`config.mk`:
```
export PLATFORM = sky130hd
export DESIGN_NAME = dmem_port_arbiter
export DESIGN_NICKNAME = d
export VERILOG_FILES = /design/src/rtl/dmem_pkg.sv /design/src/rtl/dmem_word_assembler.sv /design/src/rtl/dmem_port_arbiter.sv
export SDC_FILE = /design/constraint.sdc
export NUM_CORES = 1
export LEC_CHECK = 0
export ABC_AREA = 1
export CAP_MARGIN = 30
export CORE_ASPECT_RATIO = 0.8
export CORE_MARGIN = 10
export CORE_UTILIZATION = 50
export DETAILED_ROUTE_END_ITERATION = 16
export GPL_TIMING_DRIVEN = 1
export PLACE_DENSITY_LB_ADDON = 0.3
export SKIP_CTS_REPAIR_TIMING = 1
export SLEW_MARGIN = 20
export SYNTH_ARGS = -nofsm -noshare
export SYNTH_HDL_FRONTEND = slang
export SYNTH_HIERARCHICAL = 1
export SYNTH_SLANG_ARGS = --single-unit
```
`constraint.sdc`:
```
create_clock -name clk_i -period 3.5 [get_ports clk_i]
set_input_delay 0.35 -clock clk_i [delete_from_list [all_inputs] [get_ports clk_i]]
set_output_delay 0.35 -clock clk_i [all_outputs]
set_load 0.02 [all_outputs]
```
`src/rtl/dmem_pkg.sv`:
```
// Shared constants, FSM state type and address/byte helpers for the
// byte-wide data-memory port arbiter.
package dmem_pkg;

  localparam int ADDR_W = 10;
  localparam int DATA_W = 32;
  localparam int BYTE_W = 8;
  localparam int BEATS  = DATA_W / BYTE_W;
  localparam int BEAT_W = $clog2(BEATS);

  localparam logic [BEAT_W-1:0] LAST_BEAT = BEAT_W'(BEATS - 1);

  localparam logic PORT_MEM = 1'b0;
  localparam logic PORT_LDR = 1'b1;

  typedef enum logic [1:0] {
    IDLE  = 2'd0,
    BEAT  = 2'd1,
    DRAIN = 2'd2,
    RESP  = 2'd3
  } state_e;

  // Word at A spans bytes A-3 (MSB) .. A (LSB), wrapping modulo 2^ADDR_W.
  function automatic logic [ADDR_W-1:0] beat_addr(input logic [ADDR_W-1:0] a,
                                                  input logic [BEAT_W-1:0] beat);
    return a - ADDR_W'(BEATS - 1) + ADDR_W'(beat);
  endfunction

  function automatic logic [BYTE_W-1:0] beat_byte(input logic [DATA_W-1:0] w,
                                                  input logic [BEAT_W-1:0] beat);
    return w[DATA_W-1-BYTE_W*int'(beat) -: BYTE_W];
  endfunction

endpackage

```
`src/rtl/dmem_word_assembler.sv`:
```
// Shifts read bytes in MSB first; word_o already includes the byte on byte_i,
// so the complete word is available in the cycle the last byte arrives.
module dmem_word_assembler
  import dmem_pkg::*;
(
  input  logic              clk_i,
  input  logic              rst_i,
  input  logic              clr_i,
  input  logic              shift_i,
  input  logic [BYTE_W-1:0] byte_i,
  output logic [DATA_W-1:0] word_o
);

  logic [DATA_W-1:0] sh_q;

  assign word_o = {sh_q[DATA_W-BYTE_W-1:0], byte_i};

  always_ff @(posedge clk_i) begin
    if (rst_i) begin
      sh_q <= '0;
    end else if (clr_i) begin
      sh_q <= '0;
    end else if (shift_i) begin
      sh_q <= word_o;
    end else begin
      sh_q <= sh_q;
    end
  end

endmodule

```
`src/rtl/dmem_port_arbiter.sv`:
```
// Round-robin arbiter sharing one byte-wide memory port between the MEM stage
// (port 0) and the loader (port 1); each word access is four MSB-first beats.
module dmem_port_arbiter
  import dmem_pkg::*;
(
  input  logic              clk_i,
  input  logic              rst_i,
  input  logic              req0_i,
  input  logic              req1_i,
  input  logic              we0_i,
  input  logic              we1_i,
  input  logic [31:0]       addr0_i,
  input  logic [31:0]       addr1_i,
  input  logic [DATA_W-1:0] wdata0_i,
  input  logic [DATA_W-1:0] wdata1_i,
  output logic              ack0_o,
  output logic              ack1_o,
  output logic [DATA_W-1:0] rdata_o,
  output logic              stall0_o,
  output logic              mem_en_o,
  output logic              mem_we_o,
  output logic [ADDR_W-1:0] mem_addr_o,
  output logic [BYTE_W-1:0] mem_wdata_o,
  input  logic [BYTE_W-1:0] mem_rdata_i
);

  state_e              state_q, state_d;
  logic [BEAT_W-1:0]   beat_q, beat_d;
  logic                port_q, port_d, port_sel_s;
  logic                we_q, we_d;
  logic [ADDR_W-1:0]   addr_q, addr_d;
  logic [DATA_W-1:0]   wdata_q, wdata_d;
  logic                rr_last_q, rr_last_d;
  logic                grant_s;
  logic                ack0_q, ack0_d, ack1_q, ack1_d;
  logic [DATA_W-1:0]   rdata_q, rdata_d, asm_word_s;
  logic                mem_en_q, mem_en_d, mem_we_q, mem_we_d;
  logic [ADDR_W-1:0]   mem_addr_q, mem_addr_d;
  logic [BYTE_W-1:0]   mem_wdata_q, mem_wdata_d;
  logic                cap_q;

  always_comb begin
    if (req0_i && req1_i) begin
      port_sel_s = ~rr_last_q;
    end else if (req1_i) begin
      port_sel_s = PORT_LDR;
    end else begin
      port_sel_s = PORT_MEM;
    end
  end

  always_comb begin
    state_d   = state_q;
    beat_d    = beat_q;
    port_d    = port_q;
    we_d      = we_q;
    addr_d    = addr_q;
    wdata_d   = wdata_q;
    rr_last_d = rr_last_q;
    grant_s   = 1'b0;
    case (state_q)
      IDLE: begin
        if (req0_i || req1_i) begin
          grant_s   = 1'b1;
          port_d    = port_sel_s;
          rr_last_d = port_sel_s;
          we_d      = (port_sel_s == PORT_LDR) ? we1_i : we0_i;
          addr_d    = (port_sel_s == PORT_LDR) ? addr1_i[ADDR_W-1:0] : addr0_i[ADDR_W-1:0];
          wdata_d   = (port_sel_s == PORT_LDR) ? wdata1_i : wdata0_i;
          beat_d    = '0;
          state_d   = BEAT;
        end else begin
          state_d = IDLE;
        end
      end
      BEAT: begin
        if (beat_q == LAST_BEAT) begin
          state_d = DRAIN;
        end else begin
          beat_d = beat_q + BEAT_W'(1);
        end
      end
      DRAIN:   state_d = RESP;
      RESP:    state_d = IDLE;
      default: state_d = IDLE;
    endcase
  end

  // Outputs are computed from next-state values so they can be registered
  // without adding a cycle to the beat/ack timing.
  always_comb begin
    mem_en_d    = (state_d == BEAT);
    mem_we_d    = mem_en_d & we_d;
    mem_addr_d  = mem_en_d ? beat_addr(addr_d, beat_d) : mem_addr_q;
    mem_wdata_d = mem_en_d ? beat_byte(wdata_d, beat_d) : mem_wdata_q;
    ack0_d      = (state_d == RESP) && (port_d == PORT_MEM);
    ack1_d      = (state_d == RESP) && (port_d == PORT_LDR);
    rdata_d     = ((state_d == RESP) && !we_d) ? asm_word_s : rdata_q;
  end

  always_ff @(posedge clk_i) begin
    if (rst_i) begin
      state_q     <= IDLE;
      beat_q      <= '0;
      port_q      <= PORT_MEM;
      we_q        <= 1'b0;
      addr_q      <= '0;
      wdata_q     <= '0;
      rr_last_q   <= PORT_LDR;
      ack0_q      <= 1'b0;
      ack1_q      <= 1'b0;
      rdata_q     <= '0;
      mem_en_q    <= 1'b0;
      mem_we_q    <= 1'b0;
      mem_addr_q  <= '0;
      mem_wdata_q <= '0;
      cap_q       <= 1'b0;
    end else begin
      state_q     <= state_d;
      beat_q      <= beat_d;
      port_q      <= port_d;
      we_q        <= we_d;
      addr_q      <= addr_d;
      wdata_q     <= wdata_d;
      rr_last_q   <= rr_last_d;
      ack0_q      <= ack0_d;
      ack1_q      <= ack1_d;
      rdata_q     <= rdata_d;
      mem_en_q    <= mem_en_d;
      mem_we_q    <= mem_we_d;
      mem_addr_q  <= mem_addr_d;
      mem_wdata_q <= mem_wdata_d;
      // Memory returns a read byte one cycle after its beat.
      cap_q       <= mem_en_q & ~mem_we_q;
    end
  end

  dmem_word_assembler u_asm (
    .clk_i   (clk_i),
    .rst_i   (rst_i),
    .clr_i   (grant_s),
    .shift_i (cap_q),
    .byte_i  (mem_rdata_i),
    .word_o  (asm_word_s)
  );

  assign ack0_o      = ack0_q;
  assign ack1_o      = ack1_q;
  assign rdata_o     = rdata_q;
  assign stall0_o    = req0_i & ~ack0_q;
  assign mem_en_o    = mem_en_q;
  assign mem_we_o    = mem_we_q;
  assign mem_addr_o  = mem_addr_q;
  assign mem_wdata_o = mem_wdata_q;

endmodule

```
After elaboration in Yosys (flattened, before gate mapping)
Index checks and enable logic that the tools add are counted.
{"block": "word_totals", "ff_bits": 128, "latchBits": 0, "ram_bits": 0, "mem_bits_ro": 0, "output_inout_bits": 55, "word_cells": 64, "memories": 0}
{"block": "op_classes", "add_sub_neg": 4, "n_mul": 0, "div": 0, "n_lt_le_gt_ge": 0, "n_eq_ne": 6, "shift": 1, "n_mux": 21, "n_bitwise": 7, "n_reduce_logical": 9}
{"cell": "2-to-1 mux 32 bit", "n": 3}
{"cell": "indexed part select 39 x 6 -> 8 bit", "n": 1}
{"cell": "2-to-1 mux 10 bit", "n": 3}
{"cell": "adder 10 x 2 -> 10 bit", "n": 1}
{"cell": "2-to-1 mux 1 bit", "n": 10}
{"cell": "subtractor 10 x 2 -> 10 bit, second input constant", "n": 1}
{"cell": "equality test 2 bit, second input constant", "n": 4}
{"cell": "case mux 2 bit (4 select lines)", "n": 1}
{"cell": "2-to-1 mux 2 bit", "n": 3}
{"cell": "subtractor 5 x 5 -> 6 bit, first input constant", "n": 1}
{"cell": "equality test 2 x 1 -> 1 bit, second input constant", "n": 2}
{"cell": "logical AND 1 bit", "n": 4}
{"cell": "inverter 1 bit", "n": 4}
{"cell": "case mux 2 bit (2 select lines)", "n": 1}
{"cell": "bitwise AND 1 bit", "n": 3}
{"cell": "adder 2 x 1 -> 2 bit, second input constant", "n": 1}
{"cell": "zero test 2 bit", "n": 1}
{"cell": "AND reduction 2 bit", "n": 1}
{"cell": "OR reduction 2 bit", "n": 1}
{"cell": "zero test 1 bit", "n": 1}
{"cell": "logical OR 1 bit", "n": 1}

Longest topological paths before layout
Gate-level depths: netlist of the first run.
{"block": "logic_depth", "word_depth": 7, "mapped_depth": 18}

Cells and area by module
Netlist of the first run, hierarchy kept.
{"mod": "dmem_port_arbiter", "n_inst": 1, "cells_each": 672, "area_each_um2": 4845.9}
{"mod": "dmem_word_assembler", "n_inst": 1, "cells_each": 160, "area_each_um2": 1057.3}

Worst setup path before layout of the first run
Ideal clock, no wire load.
{"block": "synth_path", "path_kind": "in2reg", "start": "input req1_i", "end": "register mem_addr_q[9] (netlist: mem_addr_o[9])", "arrival_ns": 2.350, "required_time_ns": 3.391, "path_slack_ns": 1.041, "cell_stages": 18, "cell_sequence": "buf_4 -> nor2_4 -> nor2_4 -> buf_6 -> buf_12 -> buf_4 -> o21ai_1 -> o21bai_1 -> nand2_1 -> ha_1 -> a21oi_1 -> nand3_1 -> nor3_2 -> nand2_1 -> nand2_1 -> nand3_1 -> nand2_1 -> inv_1"}
{"block": "synth_via", "elab_chain_len": 7, "elab_cells_between_ends": 14, "cone_classes": "add/sub (2); eq/ne (1); mux (9); reduce/logical (2)"}
{"item": "start, declared", "line_no": "dmem_port_arbiter.sv:9", "rtl": "input logic req1_i,"}
{"item": "2-to-1 mux 1 bit or logical AND 1 bit (tied branches)", "line_no": "dmem_port_arbiter.sv:45, dmem_port_arbiter.sv:43"}
{"item": "2-to-1 mux 1 bit", "line_no": "dmem_port_arbiter.sv:43", "rtl": "if (req0_i && req1_i) begin"}
{"item": "2-to-1 mux 10 bit", "line_no": "dmem_port_arbiter.sv:68", "rtl": "addr_d = (port_sel_s == PORT_LDR) ? addr1_i[ADDR_W-1:0] : addr0_i[ADDR_W-1:0];"}
{"item": "2-to-1 mux 10 bit *", "line_no": "dmem_port_arbiter.sv:63", "rtl": "if (req0_i || req1_i) begin"}
{"item": "2-to-1 mux 10 bit *", "line_no": "dmem_port_arbiter.sv:61", "rtl": "case (state_q)"}
{"item": "named net addr_d[1]", "line_no": "dmem_port_arbiter.sv:31", "rtl": "logic [ADDR_W-1:0] addr_q, addr_d;"}
{"item": "subtractor 10 x 2 -> 10 bit *", "line_no": "dmem_pkg.sv:26", "rtl": "return a - ADDR_W'(BEATS - 1) + ADDR_W'(beat);"}
{"item": "adder 10 x 2 -> 10 bit *", "line_no": "dmem_pkg.sv:26"}
{"item": "end signal, assigned", "line_no": "dmem_port_arbiter.sv:131", "rtl": "mem_addr_q <= mem_addr_d;"}
{"item": "end, declared", "line_no": "dmem_port_arbiter.sv:38", "rtl": "logic [ADDR_W-1:0] mem_addr_q, mem_addr_d;"}
The timed path passes the listed nets; every way through them passes the cells marked *.
A chain may end at the register's enable or synchronous reset.

Worst setup path in the final report of the first run
{"block": "layout_path", "start": "input req0_i", "end": "register mem_addr_q[9] (netlist: mem_addr_o[9])"}
{"block": "layout_via", "elab_chain_len": 7, "elab_cells_between_ends": 13, "cone_classes": "add/sub (2); eq/ne (1); mux (8); reduce/logical (2)"}
{"item": "start, declared", "line_no": "dmem_port_arbiter.sv:8", "rtl": "input logic req0_i,"}
{"item": "logical AND 1 bit", "line_no": "dmem_port_arbiter.sv:43"}
{"item": "2-to-1 mux 1 bit", "line_no": "dmem_port_arbiter.sv:43"}
{"item": "2-to-1 mux 10 bit", "line_no": "dmem_port_arbiter.sv:68"}
{"item": "2-to-1 mux 10 bit *", "line_no": "dmem_port_arbiter.sv:63"}
{"item": "2-to-1 mux 10 bit *", "line_no": "dmem_port_arbiter.sv:61"}
{"item": "named net addr_d[1]", "line_no": "dmem_port_arbiter.sv:31"}
{"item": "subtractor 10 x 2 -> 10 bit *", "line_no": "dmem_pkg.sv:26"}
{"item": "adder 10 x 2 -> 10 bit *", "line_no": "dmem_pkg.sv:26"}
Marked as above.

==> results by group, run 1 <==
Timing
  • Slew @ Worst Pin: 0.598 ns
  • Final setup vio count: 0
  • Setup tns final: 0 ns
  • Worst slew margin: 60.1%
  • Hold WS: 0.421 ns
  • Final worst path period share: 73.4%
  • Fin. max-slew vios: 0
  • Min Tclk post-route: 2.57 ns
  • Hold Vio Cnt, Final: 0
  • RSZ-0062 raised after global routing: false
  • Layout Skew: 0.0166 ns
  • Setup ws final: 0.929 ns
  • Max Freq: a little under 400 MHz

Global route
  • Number of global-route vias before repair: 5371
  • Initial antenna violation count: 0
  • Grt ovf: 0
  • Pin count of the biggest net entering global routing: 77
  • Global-route wire length before repair: between 20000 and 30000 microns
  • Gr usage total: 19.4%

Routing
  • DR iter-0 viols: 428
  • Routed Antenna Nets: 0
  • Detailed Route WL: between 15000 and 20000 microns
  • Via count: between 5000 and 6000
  • Routed len/inst: ~14 microns
  • Vias per cell: ~4.9
  • DRT Pass-1 Iters: 5
  • Detailed-route DRC error count: 0

Critical path
  • Critical Path AT: 2.88 ns
  • Crit path from: req0_i
  • R2R cell count: 15
  • CP max-delay cell: clkdlybuf4s50_1
  • Worst setup EP type: flop
  • Crit path capture: mem_addr_o[9]$_SDFFE_PP0P_
  • Worst EP required: 3.81 ns
  • Max stage delay on crit path: 0.57 ns
  • WP depth: 15
  • CP Buf/Inv Count: 2
  • CP Cell Sequence: clkdlybuf4s50_1 -> nor2_4 -> nor2_4 -> o21ai_1 -> o21bai_1 -> nand2_1 -> ha_1 -> a21oi_1 -> nand3_1 -> nor3_2 -> nand2_1 -> nand2_1 -> nand3_1 -> nand2_1 -> inv_1
  • CP max FO: 8
  • Reg2Reg Setup Slack: 0.96 ns
  • R2R Path Start: state_q[0]$_SDFF_PP0_
  • Most used cell, CP: nand2_1
  • Worst flop-to-flop path endpoint: mem_addr_o[9]$_SDFFE_PP0P_
  • CP top delay family: simple AND/OR/NAND/NOR gates
  • WS Path Type: in -> reg
  • Startpoint types: primary input

Clock network
  • Clock transition at path regs: approximately 0.050 ns
  • Root buf cell: clkbuf_16
  • Num CTS Buffers: 17
  • Clock Tree Buf Depth: 2
  • Htree depth: 4
  • Clock Latency Late Sink: ~0.42 ns
  • CTS tree: built
  • Clock sinks: 128

Yosys
  • Post-synth top cells: nand2_1, dfxtp_1, nor2_1, nand3_1, inv_1
  • Async SR Flop Fraction: 0%
  • Yosys top cell by area: dfxtp_1
  • Top-area cell type share of the netlist area: 43.4%
  • Most common cell in the synthesized netlist: nand2_1
  • Post-Synthesis Cell Area: between 5000 and 6000 sq um
  • Count of cell types in the netlist: 37
  • Mapped Nets: 977
  • Register area share after synthesis: between 40% and 50%
  • Synth Register Bits: 128
  • Ys Warns: 6
  • Post-synth EDFFs: 0
  • Main synth FF type: dfxtp_1
  • Avg Synthesized Cell Area: between 7 and 8 sq um
  • Synth area leaders: dfxtp_1, nand2_1, nand3_1
  • Gate Count Post-Synth: approximately 830

Final layout
  • Proportion of layout cells with a drive suffix above 1: 9.26%
  • Final net count: 1104
  • Final std cells w/o fill: 1120
  • Synth-to-Final Area Change: 35.0%
  • Antenna diodes: 0

Die
  • Initial Util: between 50% and 60%
  • Die ar.: 16600 sq um
  • Rows: 35
  • Top-level I/O count: 197
  • Die H: 117 microns
  • Core Region: about 12000 sq um
  • DIE WIDTH: 141 microns

Job
  • Max Cap Violations: 0

Place
  • Dpl hpwl: around 11000 microns
  • Placer Congestion: between 0.8 and 0.9
  • Dpl cells: 1087
  • Pre-CTS setup slack: 0.497 ns
  • I/O Buffers: roughly 150

Power
  • Power Density: 537 nW/um^2
  • Total Power: 4270 uW
  • VDD IR-drop max: approximately 0.35 mV
  • Static Leak: 0.00334 uW

Worst hold path
  • Hold WC Path Type: reg -> reg

Run status
  • Run status: completed
placed cells by master (no fill, tap or decap), types with 3 or more instances in the layout:
cell / count
nor2_4: 3
buf_4: 13
nand2_1: 235
nand3_2: 12
nand2_2: 6
nand3_1: 90
clkbuf_1: 3
o21ai_0: 19
a21oi_1: 41
clkdlybuf4s50_1: 151
dfxtp_1: 128
nor3_1: 3
inv_2: 4
inv_1: 61
clkbuf_16: 17
bufinv_16: 3
o21bai_1: 11
clkinv_2: 4
nor2_1: 104
nor2_2: 3
o21ai_2: 11
o21ai_1: 23
power breakdown:
| part | total (uW) | internal [uW] | switching, uW |
|---|---|---|---|
| Combinational | 875 | 362 | 513 |
| Clock | 1770 | 1150 | 621 |
| Sequential | 1630 | 1570 | 55.6 |
| Total | 4270 | 3090 | 1190 |
per-stage QoR:
step | util, % | instance area (sq um)
after global placement | 63.8 | 7350
after CTS | 69.0 | 7950
after global routing | 69.2 | 7970
after floorplan | - | 5900
final | 69.2 | 7970
after detailed placement | 63.8 | 7350
routing by layer:
metal / wire (microns) / global-route usage (%)
met5: 0 / 0
met3: 1350 / 6.53
met4: 144 / 5.30
met2: 7240 / 30.1
met1: 7480 / 25.3
cells by family (layout without fill, tap and decap cells):
group                      count (synthesis)  count (layout)  share of synthesized area [%]
AOI/OAI and AO/OA                        113             113                           11.4
and+or+nand+nor                          462             462                           33.8
adders and majority gates                  3               3                          0.763
buffers and inverters                    126             266                           10.6
DFF                                      128             128                           43.4
cell type report:
type / instances / area (sq um)
Inverter: 67 / 254
Clock buffer: 22 / 464
Timing Repair Buffer: 167 / 1650
Sequential cell: 128 / 2560
Tap cell: 148 / 185
Clock inverter: 10 / 135
Multi-Input combinational cell: 578 / 2720
Fill cell: 995 / 3550
worst register-to-register path, cell delays in order (launching register included):
cell and delay (ns):
dfxtp_1 0.31, inv_1 0.08, nand2_1 0.14, nor2_4 0.33
o21ai_1 0.11, o21bai_1 0.19, nand2_1 0.11, ha_1 0.24
a21oi_1 0.17, nand3_1 0.15, nor3_2 0.27, nand2_1 0.08
nand2_1 0.07, nand3_1 0.09, nand2_1 0.08, inv_1 0.03
state kept, by name, indices dropped and copies added, names as in the netlist, 2 cells and up:
register     cells
rdata_o         32
wdata_q         32
u_asm/sh_q      24
addr_q          10
mem_addr_o      10
mem_wdata_o      8
beat_q           2
state_q          2
worst min path at each step:
stage                              to                    from  cells after the start
2_1_floorplan  rr_last_q$_SDFFE_PP1P_  rr_last_q$_SDFFE_PP1P_                      2
3_3_place_gp         cap_q$_SDFF_PP0_     mem_we_o$_SDFF_PP0_                      1
3_5_place_dp         cap_q$_SDFF_PP0_     mem_we_o$_SDFF_PP0_                      1
4_1_cts              cap_q$_SDFF_PP0_     mem_we_o$_SDFF_PP0_                      1
5_1_grt              cap_q$_SDFF_PP0_     mem_we_o$_SDFF_PP0_                      1
6_report             cap_q$_SDFF_PP0_     mem_we_o$_SDFF_PP0_                      1
Note: power is estimated with default switching activity, not from simulation.
==> run 2: changes to the inputs <==
--- a/config.mk
+++ b/config.mk
@@ -9,7 +9,7 @@
 export CAP_MARGIN = 30
 export CORE_ASPECT_RATIO = 0.8
 export CORE_MARGIN = 10
-export CORE_UTILIZATION = 50
+export CORE_UTILIZATION = 46
 export DETAILED_ROUTE_END_ITERATION = 16
 export GPL_TIMING_DRIVEN = 1
 export PLACE_DENSITY_LB_ADDON = 0.3
==> constraint.sdc (replaced) <==
create_clock -name clk_i -period 2.6 [get_ports clk_i]
set_input_delay 0.26 -clock clk_i [delete_from_list [all_inputs] [get_ports clk_i]]
set_output_delay 0.26 -clock clk_i [all_outputs]
set_load 0.02 [all_outputs]
==> run 2 against run 1 <==
Compared with the run above:
- global-route usage decreased by 1.0 points
- routed wire length increased by 1.8%
- count of clock-buffer cells in the layout unchanged
- combinational power increased by 38%
- clock skew decreased by 0.0093 ns
- via count increased by 1.1%
- largest cell class unchanged
==> results by group, run 2 (synthesis results as in run 1) <==
Global route
  • Initial antenna violation count: 0 (unchanged)
  • Global-route wire length before repair: 27000 microns (was 26300 microns)
  • Number of global-route vias before repair: 5367 (was 5371)
  • Grt ovf: 0 (unchanged)
  • Pin count of the biggest net entering global routing: 67 (was 77)
  • Gr usage total: 18.4% (was 19.4%)

Die
  • Rows: 36 (was 35)
  • Initial Util: 47.7% (was 51.3%)
  • Top-level I/O count: 197 (unchanged)
  • Core Region: 12400 sq um (was 11500 sq um)
  • Die ar.: 17800 sq um (was 16600 sq um)
  • DIE WIDTH: 147 microns (was 141 microns)
  • Die H: 121 microns (was 117 microns)

Timing
  • Max Freq: 439 MHz
  • Worst slew margin: 57.6% (was 60.1%)
  • Final worst path period share: between 80% and 90%
  • Final setup vio count: 0 (unchanged)
  • Min Tclk post-route: 2.28 ns
  • Slew @ Worst Pin: 0.637 ns (was 0.598 ns)
  • Layout Skew: 0.00725 ns (was 0.0166 ns)
  • RSZ-0062 raised after global routing: false (unchanged)
  • Fin. max-slew vios: 0 (unchanged)
  • Setup tns final: 0 ns (unchanged)
  • Hold Vio Cnt, Final: 0 (unchanged)

Critical path
  • CP max FO: 7 (was 8)
  • Startpoint types: flop (was primary input)
  • Max stage delay on crit path: 0.32 ns (was 0.57 ns)
  • Reg2Reg Setup Slack: 0.32 ns (was 0.96 ns)
  • Critical Path AT: 2.60 ns (was 2.88 ns)
  • Worst flop-to-flop path endpoint: mem_addr_o[9]$_SDFFE_PP0P_ (unchanged)
  • WS Path Type: reg -> reg (was in -> reg)
  • Worst setup EP type: flop (unchanged)
  • R2R Path Start: state_q[0]$_SDFF_PP0_ (unchanged)
  • Most used cell, CP: nand2_1 (unchanged)
  • CP max-delay cell: dfxtp_1 (was clkdlybuf4s50_1)
  • R2R cell count: 15 (unchanged)
  • CP Cell Sequence: inv_1 -> nand2_1 -> nor2_4 -> o21ai_1 -> o21bai_1 -> nand2_1 -> ha_1 -> a21oi_1 -> nand3_1 -> nor3_4 -> nand2_1 -> nand2_1 -> nand3_1 -> nand2_1 -> inv_1 (was clkdlybuf4s50_1 -> nor2_4 -> nor2_4 -> o21ai_1 -> o21bai_1 -> nand2_1 -> ha_1 -> a21oi_1 -> nand3_1 -> nor3_2 -> nand2_1 -> nand2_1 -> nand3_1 -> nand2_1 -> inv_1)
  • Worst EP required: 2.92 ns (was 3.81 ns)

Final layout
  • Core Util, Final: 64.8% (was 69.2%)
  • Final net count: 1111 (was 1104)
  • Synth-to-Final Area Change: 35.9% (was 35.0%)
  • Most common cell after layout, fill and taps aside: nand2_1 (unchanged)
  • Antenna diodes: 0 (unchanged)
  • Final std cells w/o fill: 1150 (was 1120)
  • Most frequent cells in the layout: nand2_1, clkdlybuf4s50_1, dfxtp_1 (unchanged)
  • Proportion of layout cells with a drive suffix above 1: 9.91% (was 9.26%)

Power
  • VDD IR-drop max: 0.370 mV (was 0.346 mV)
  • Power Density: 697 nW/um^2 (was 537 nW/um^2)
  • Static Leak: 0.00336 uW (was 0.00334 uW)

Clock network
  • Clock Latency Late Sink: 0.42 ns (about the same)
  • Clock Tree Buf Depth: 2 (unchanged)
  • Clock transition at path regs: 0.06 ns (was 0.05 ns)
  • Htree depth: 4 (unchanged)
  • Num CTS Buffers: 17 (unchanged)
  • CTS tree: built (unchanged)
  • Root buf cell: clkbuf_16 (unchanged)
  • Clock sinks: 128 (unchanged)

Job
  • Max Cap Violations: 0 (unchanged)

Routing
  • Vias per cell: 4.86 (was 4.94)
  • DR iter-0 viols: 440 (was 428)
  • Via count: 5592 (was 5529)
  • Routed len/inst: 14.3 microns (was 14.5 microns)
  • Routed Antenna Nets: 0 (unchanged)
  • DRT Pass-1 Iters: 5 (unchanged)
  • Detailed-route DRC error count: 0 (unchanged)
  • Detailed Route WL: 16500 microns (was 16200 microns)

Worst hold path
  • HP Start: rst_i (was mem_we_o$_SDFF_PP0_)
  • Worst Hold Depth: 2 (was 1)
  • Worst Hold Endpoint: addr_q[9]$_SDFF_PP0_ (was cap_q$_SDFF_PP0_)
  • Hold WC Path Type: in -> reg (was reg -> reg)

Place
  • Dpl hpwl: 11600 microns (was 11200 microns)
  • Placer Congestion: 0.785 (was 0.867)
  • I/O Buffers: 152 (unchanged)
  • Dpl cells: 1118 (was 1087)

Run status
  • Run status: completed (unchanged)
## run 2: cell count changes in the layout (fill, tap and decap cells not counted)
cell / delta
nor3_4: +1
nor3_2: -1
clkinvlp_4: +1
bufinv_16: -2
buf_8: -1
buf_12: +2
clkinv_2: +1
buf_4: +6
## run 2: final cells by class
class,instances,area [sq um]
clock buffers,22,464
well taps,171,214
inverters,67,254
flip-flops and latches,128,2560
multi-input cells,578,2720
fillers,1098,4360
clock inverters,10,87.6
repair buffers,174,1720
## run 2: power breakdown
part	internal, uW	leakage, uW	switching [uW]
Clock	1360	0.000270	849
Sequential	2110	0.00105	66.4
Combinational	513	0.00204	699
Total	3980	0.00336	1610
## run 2: worst max path at each step
stage	from	endpoint	slack (ns)	cells past startpoint
floorplan	req1_i	mem_addr_o[9]$_SDFFE_PP0P_	0.23	18
global route	state_q[0]$_SDFF_PP0_	mem_addr_o[9]$_SDFFE_PP0P_	0.01	15
finish	state_q[0]$_SDFF_PP0_	mem_addr_o[9]$_SDFFE_PP0P_	0.32	15
CTS	state_q[0]$_SDFF_PP0_	mem_addr_o[9]$_SDFFE_PP0P_	0.26	15
detailed placement	req1_i	mem_addr_o[9]$_SDFFE_PP0P_	-0.12	15
global placement	req1_i	mem_addr_o[9]$_SDFFE_PP0P_	-0.04	15
## run 2: per-layer routing
metal | GRT usage (%) | vias up | wire length [microns]
met2 | 27.4 | 189 | 7120
met1 | 25.0 | 2485 | 8020
met4 | 6.62 | 0 | 227
met3 | 4.85 | 19 | 1140
li1 | - | 2899 | -
met5 | 0 | - | 0
## run 2: metrics by stage
step	setup WS (ns)	hold WS [ns]	total power (uW)	area [sq um]
after floorplan	0.231	0.411	2990	5900
after global placement	-0.0444	0.396	3400	7470
after detailed placement	-0.116	0.410	3420	7470
after CTS	0.259	0.341	5610	8020
after global routing	0.0130	0.381	5860	8020
final	0.323	0.346	5600	8020
## run 2: critical path: cells and delay by family, from the launching register on
| kind | cells | cell delay [ns] |
|---|---|---|
| and+or+nand+nor | 9 | 1.09 |
| adders and majority gates | 1 | 0.24 |
| buffers and inverters | 2 | 0.11 |
| DFF | 1 | 0.32 |
| AOI/OAI and AO/OA | 3 | 0.42 |
